**src/rtl/multicycle_ctrl.sv**
```systemverilog
// Moore-style control FSM for the multicycle MIPS datapath: sequences fetch,
// decode and execute steps and drives every datapath select and write enable.
module multicycle_ctrl #(
    parameter bit FETCH_PC_INC = 1'b1
) (
    input  logic       clk,
    input  logic       reset,
    input  logic [5:0] op,
    input  logic [5:0] funct,
    input  logic       zero,
    output logic       iord,
    output logic       memwrite,
    output logic       irwrite,
    output logic       regdst,
    output logic       memtoreg,
    output logic       regwrite,
    output logic       alusrca,
    output logic [1:0] alusrcb,
    output logic [1:0] immsrc,
    output logic [1:0] pcsrc,
    output logic       pcen,
    output logic [2:0] alucontrol,
    output logic       retire,
    output logic       illegal,
    output logic [3:0] state
);

    typedef enum logic [3:0] {
        S_FETCH   = 4'd0,
        S_DECODE  = 4'd1,
        S_MEMADR  = 4'd2,
        S_MEMRD   = 4'd3,
        S_MEMWB   = 4'd4,
        S_MEMWR   = 4'd5,
        S_RTYPEEX = 4'd6,
        S_RTYPEWB = 4'd7,
        S_BEQEX   = 4'd8,
        S_IMMEX   = 4'd9,
        S_IMMWB   = 4'd10,
        S_JEX     = 4'd11
    } state_t;

    localparam logic [5:0] OP_RTYPE = 6'b000000;
    localparam logic [5:0] OP_J     = 6'b000010;
    localparam logic [5:0] OP_BEQ   = 6'b000100;
    localparam logic [5:0] OP_ADDI  = 6'b001000;
    localparam logic [5:0] OP_ANDI  = 6'b001100;
    localparam logic [5:0] OP_ORI   = 6'b001101;
    localparam logic [5:0] OP_LUI   = 6'b001111;
    localparam logic [5:0] OP_LW    = 6'b100011;
    localparam logic [5:0] OP_SW    = 6'b101011;

    state_t     cur;
    state_t     nxt;
    logic       pcwrite;
    logic       branch;
    logic       funct_ok;
    logic [2:0] funct_alu;

    always_ff @(posedge clk or posedge reset) begin
        if (reset)
            cur <= S_FETCH;
        else
            cur <= nxt;
    end

    assign state = cur;

    always_comb begin
        funct_ok  = 1'b1;
        funct_alu = 3'b010;
        case (funct)
            6'b100000: funct_alu = 3'b010;
            6'b100010: funct_alu = 3'b110;
            6'b100100: funct_alu = 3'b000;
            6'b100101: funct_alu = 3'b001;
            6'b101010: funct_alu = 3'b111;
            default:   funct_ok  = 1'b0;
        endcase
    end

    always_comb begin
        nxt = S_FETCH;
        case (cur)
            S_FETCH:  nxt = S_DECODE;
            S_DECODE: begin
                case (op)
                    OP_LW, OP_SW:                      nxt = S_MEMADR;
                    OP_RTYPE:                          nxt = S_RTYPEEX;
                    OP_BEQ:                            nxt = S_BEQEX;
                    OP_ADDI, OP_ANDI, OP_ORI, OP_LUI:  nxt = S_IMMEX;
                    OP_J:                              nxt = S_JEX;
                    default:                           nxt = S_FETCH;
                endcase
            end
            S_MEMADR:  nxt = (op == OP_LW) ? S_MEMRD : S_MEMWR;
            S_MEMRD:   nxt = S_MEMWB;
            S_RTYPEEX: nxt = S_RTYPEWB;
            S_IMMEX:   nxt = S_IMMWB;
            default:   nxt = S_FETCH;
        endcase
    end

    // Reset masks every write enable and pulse so an aborted instruction leaves no trace.
    always_comb begin
        iord       = 1'b0;
        memwrite   = 1'b0;
        irwrite    = 1'b0;
        regdst     = 1'b0;
        memtoreg   = 1'b0;
        regwrite   = 1'b0;
        alusrca    = 1'b0;
        alusrcb    = 2'b00;
        immsrc     = 2'b00;
        pcsrc      = 2'b00;
        alucontrol = 3'b000;
        retire     = 1'b0;
        illegal    = 1'b0;
        pcwrite    = 1'b0;
        branch     = 1'b0;
        case (cur)
            S_FETCH: begin
                irwrite    = 1'b1;
                alusrcb    = 2'b01;
                alucontrol = 3'b010;
                pcwrite    = FETCH_PC_INC;
            end
            S_DECODE: begin
                alusrcb    = 2'b11;
                alucontrol = 3'b010;
                if (nxt == S_FETCH) begin
                    illegal = 1'b1;
                    retire  = 1'b1;
                end
            end
            S_MEMADR: begin
                alusrca    = 1'b1;
                alusrcb    = 2'b10;
                alucontrol = 3'b010;
            end
            S_MEMRD: iord = 1'b1;
            S_MEMWB: begin
                memtoreg = 1'b1;
                regwrite = 1'b1;
                retire   = 1'b1;
            end
            S_MEMWR: begin
                iord     = 1'b1;
                memwrite = 1'b1;
                retire   = 1'b1;
            end
            S_RTYPEEX: begin
                alusrca    = 1'b1;
                alucontrol = funct_alu;
            end
            S_RTYPEWB: begin
                regdst   = 1'b1;
                regwrite = funct_ok;
                illegal  = ~funct_ok;
                retire   = 1'b1;
            end
            S_BEQEX: begin
                alusrca    = 1'b1;
                alucontrol = 3'b110;
                pcsrc      = 2'b01;
                branch     = 1'b1;
                retire     = 1'b1;
            end
            S_IMMEX: begin
                alusrca = 1'b1;
                alusrcb = 2'b10;
                case (op)
                    OP_ADDI: begin immsrc = 2'b00; alucontrol = 3'b010; end
                    OP_ANDI: begin immsrc = 2'b01; alucontrol = 3'b000; end
                    OP_ORI:  begin immsrc = 2'b01; alucontrol = 3'b001; end
                    OP_LUI:  begin immsrc = 2'b10; alucontrol = 3'b001; end
                    default: begin immsrc = 2'b00; alucontrol = 3'b000; end
                endcase
            end
            S_IMMWB: begin
                regwrite = 1'b1;
                retire   = 1'b1;
            end
            S_JEX: begin
                pcsrc   = 2'b10;
                pcwrite = 1'b1;
                retire  = 1'b1;
            end
            default: ;
        endcase
        if (reset) begin
            irwrite  = 1'b0;
            memwrite = 1'b0;
            regwrite = 1'b0;
            retire   = 1'b0;
            illegal  = 1'b0;
            pcwrite  = 1'b0;
            branch   = 1'b0;
        end
    end

    assign pcen = pcwrite | (branch & zero);

endmodule

```
**config.mk**
```make
export PLATFORM = sky130hd
export DESIGN_NAME = multicycle_ctrl
export DESIGN_NICKNAME = d
export VERILOG_FILES = /design/src/rtl/multicycle_ctrl.sv
export SDC_FILE = /design/constraint.sdc
export NUM_CORES = 1
export LEC_CHECK = 0
export BUFFER_PORTS_ARGS = -buffer_cell sky130_fd_sc_hd__buf_2
export CAP_MARGIN = 20
export CORE_MARGIN = 8
export CORE_UTILIZATION = 25
export DETAILED_ROUTE_END_ITERATION = 10
export SLEW_MARGIN = 10
export SYNTH_ARGS = -nofsm -noshare
export SYNTH_HDL_FRONTEND = slang
export SYNTH_SLANG_ARGS = --single-unit
```
**constraint.sdc**
```tcl
create_clock -name clk -period 1.94 [get_ports clk]
set_clock_uncertainty 0.2 [all_clocks]
set_input_delay 0.388 -clock clk [delete_from_list [all_inputs] [get_ports clk]]
set_output_delay 0.388 -clock clk [all_outputs]
set_load 0.01 [all_outputs]
```
==> results.ini <==
[synth]
syn_nets = 112
yosys_warnings = 0
ys_async_sr_fraction = 1.000
synth.top_cell.area_share = 0.1610
syn_inst = 97
ys_top_cells_by_area = dfrtp_1 16%, nor2_1 7.8%, a21oi_1 6.4%
ys_seq_area_frac = 0.1610
synth_top_area_cell = dfrtp_1
synthesis.area_um2 = 621.8
synth.ff_latch_count = 4
synth.most_common_cell = nor2_1
post_synth.cell_area_avg_um2 = 6.411
synth_ff_type = dfrtp_1
synth_cell_type_count = 34
synth_common_cells = 13 x nor2_1, 8 x a21oi_1, 8 x nand2_1
synth-edff-count = 0

[cts]
cts_buffers = 3
clk_path_buf_depth = 2
clock_sinks = 4
cts_tree = yes
root_buffer = clkbuf_4
cts.reportedPaths.clkPinSlew_ns = 0.04
insertion_delay_ns = 0.23
cts_max_level = 1

[die]
io-pin-count = 38
die-area_mm2 = 0.004340
start_util = 0.2580
core_mm2 = 0.002410
dieHeight_um = 65.88
die_w_um = 65.88
placement_rows = 18

[sta]
fin_crit_sh = 1.246
setup_viol = 18
rsz0062_at_grt = true
slew_viol_final = 0
worst_pin_slew_ns = 0.4486
hold_viol_final = 0
period_minus_slack_ns = 2.417
layout_setup_ws_ns = -0.4771
timing.hold.ws_ns = 0.09755
slew_headroom = 0.7002
clock.fmax_mhz = 413.7

[global_routing]
overflow = 0
antenna_found_initial = 0
grt.total_usage = 0.1532
grt_pass1_vias = 1150
grt_pass1_wl_um = 5333
grt_start_max_net_pins = 14

[place]
dp.cells = 197
pre_cts_ws_ns = -0.4162
gp_congestion = 0.8683
hpwl_um = 2365
io_buffer_count = 37
dpl_cell_area_mm2 = 0.001205

[pwr]
internal-power_uw = 658.1
power_density_mw_per_mm2 = 753.1
power.leakage_nw = 0.7484
p_switching_uw = 492.4
p_clk_frac = 0.089
combPwrFrac = 0.807
max-vdd-ir-drop_mv = 0.5159
switching_share = 0.4280
seqPwrFrac = 0.104

[setup_path]
required_ns = 1.35
cp_slowest_cell = or4_4
critPathKind = register to output port
worstPathCellList = nor2b_4, and4_4, or4_4, o31ai_4, buf_2
r2r_cells = 6
critPathMaxStageDelay_ns = 0.58
cp.arrival_ns = 1.83
cp-end-kind = output port
critPathMaxFanout = 2
critPathTopFamily = simple AND/OR/NAND/NOR gates
worstSetupPathDepth = 5
worstSetupStartpointType = register
cp_num_buf_inv = 1

[final_layout]
layout-drive-gt1-share = 0.6793
final_util = 0.6340
largest_register_ffs = 4
fill_cells = 194
final_cells = 214
final_area_mm2 = 0.001528
nNetsFinal = 201
syn_to_final_growth_pct = 145.7
num_antenna_cells = 0

[route]
drc = 0
routedWlPerCell_um = 15.88
vias = 1114
drt-total-wl_um = 3398
drt-initial-drc-count = 53
dr.pass1.iters = 4
drtAntennaViolNets = 0
vias_per_cell = 5.206

[worst_hold_path]
min_path_type = primary input to async pin

[job]
cap_violations = 0

[status]
outcome = finished with violations
failed_checks = negative setup slack

==> power groups by stage <==
| stage | Clock [mW] | Sequential, mW | Combinational, mW |
|---|---|---|---|
| floorplan | 0 | 0.131 | 0.381 |
| global placement | 0 | 0.123 | 0.691 |
| detailed placement | 0 | 0.123 | 0.705 |
| CTS | 0.106 | 0.119 | 0.884 |
| global route | 0.110 | 0.122 | 0.989 |
| finish | 0.102 | 0.119 | 0.929 |
==> worst register-to-register path, stage by stage (launching register included) <==
cell and delay [ns]:
dfrtp_2 0.40, buf_6 0.13, buf_6 0.12, a21oi_1 0.22, a2111oi_4 0.09, buf_4 0.17, or3_1 0.31
==> what timing repair did <==
item	4_1_cts	5_1_grt
pin swaps	13	6
resized for setup	45	5
endpoints found under the setup margin	18	20
hold buffers	0	0
setup buffers	12	3
==> path summary, 6_finish.rpt <==
| path | start | to | slack [ns] |
|---|---|---|---|
| max in group asynchronous | reset | state[1]$_DFF_PP0_ | 1.33 |
| worst max-delay path | state[0]$_DFF_PP0_ | retire | -0.48 |
| worst max register to register | state[3]$_DFF_PP0_ | state[1]$_DFF_PP0_ | 0.17 |
| worst min-delay path | reset | state[2]$_DFF_PP0_ | 0.1 |
| min in group clk | op[4] | state[0]$_DFF_PP0_ | 0.37 |
| worst min register to register | state[2]$_DFF_PP0_ | state[0]$_DFF_PP0_ | 0.46 |
==> per-layer routing <==
| metal | vias up | global-route usage | wire, µm |
|---|---|---|---|
| met5 | - | 0 | 0 |
| li1 | 537 | - | - |
| met2 | 43 | 0.2667 | 1697 |
| met3 | 6 | 0.04068 | 211 |
| met1 | 528 | 0.1801 | 1428 |
| met4 | 0 | 0.03815 | 60 |
==> placed cells by master, fill, tap and decap left out, types with 2 or more instances in the layout <==
| cell type | netlist | layout |
|---|---|---|
| buf_4 | 0 | 36 |
| buf_2 | 0 | 33 |
| buf_6 | 0 | 18 |
| nor2_1 | 13 | 9 |
| a21oi_1 | 8 | 8 |
| nand2_1 | 8 | 7 |
| inv_1 | 6 | 4 |
| nand2b_4 | 0 | 3 |
| nand2b_1 | 6 | 3 |
| a31oi_1 | 3 | 3 |
| o22ai_2 | 0 | 3 |
| nor3_2 | 0 | 3 |
| clkbuf_4 | 0 | 3 |
| or3_4 | 0 | 2 |
| or3_1 | 4 | 2 |
| nor2_4 | 0 | 2 |
| nor2_2 | 0 | 2 |
| nor2b_1 | 3 | 2 |
| nor3_1 | 5 | 2 |
| nand3_1 | 3 | 2 |
| or4_4 | 0 | 2 |
| o31ai_4 | 0 | 2 |
| buf_8 | 0 | 2 |
| dfrtp_1 | 4 | 2 |
| dfrtp_2 | 0 | 2 |
==> logic make-up (layout without fill, tap and decap cells) <==
kind of cell / Yosys count / in the layout / share of synthesized area
AO/OA/AOI/OAI: 27 / 27 / 0.2938
XOR/XNOR: 1 / 1 / 0.01409
buffers and inverters: 12 / 99 / 0.07243
flip-flops: 4 / 4 / 0.1610
AND/OR/NAND/NOR: 53 / 53 / 0.4588
==> stage by stage <==
stage / TNS [ns] / power, mW
after CTS: -4.457 / 1.109
after global placement: -2.259 / 0.8141
after global routing: -5.933 / 1.221
after floorplan: -0.6331 / 0.5116
final: -4.892 / 1.151
after detailed placement: -2.467 / 0.8281
==> cell type report <==
| type | count | area, µm² | share of cell area |
|---|---|---|---|
| timing repair buffer | 90 | 688.2 | 0.4504 |
| multi-input combinational | 81 | 646.9 | 0.4234 |
| sequential | 4 | 102.6 | 0.06716 |
| tap | 30 | 37.54 | 0.02457 |
| inverter | 6 | 30.03 | 0.01966 |
| clock buffer | 3 | 22.52 | 0.01474 |
Power figures use the tool's default switching activity.
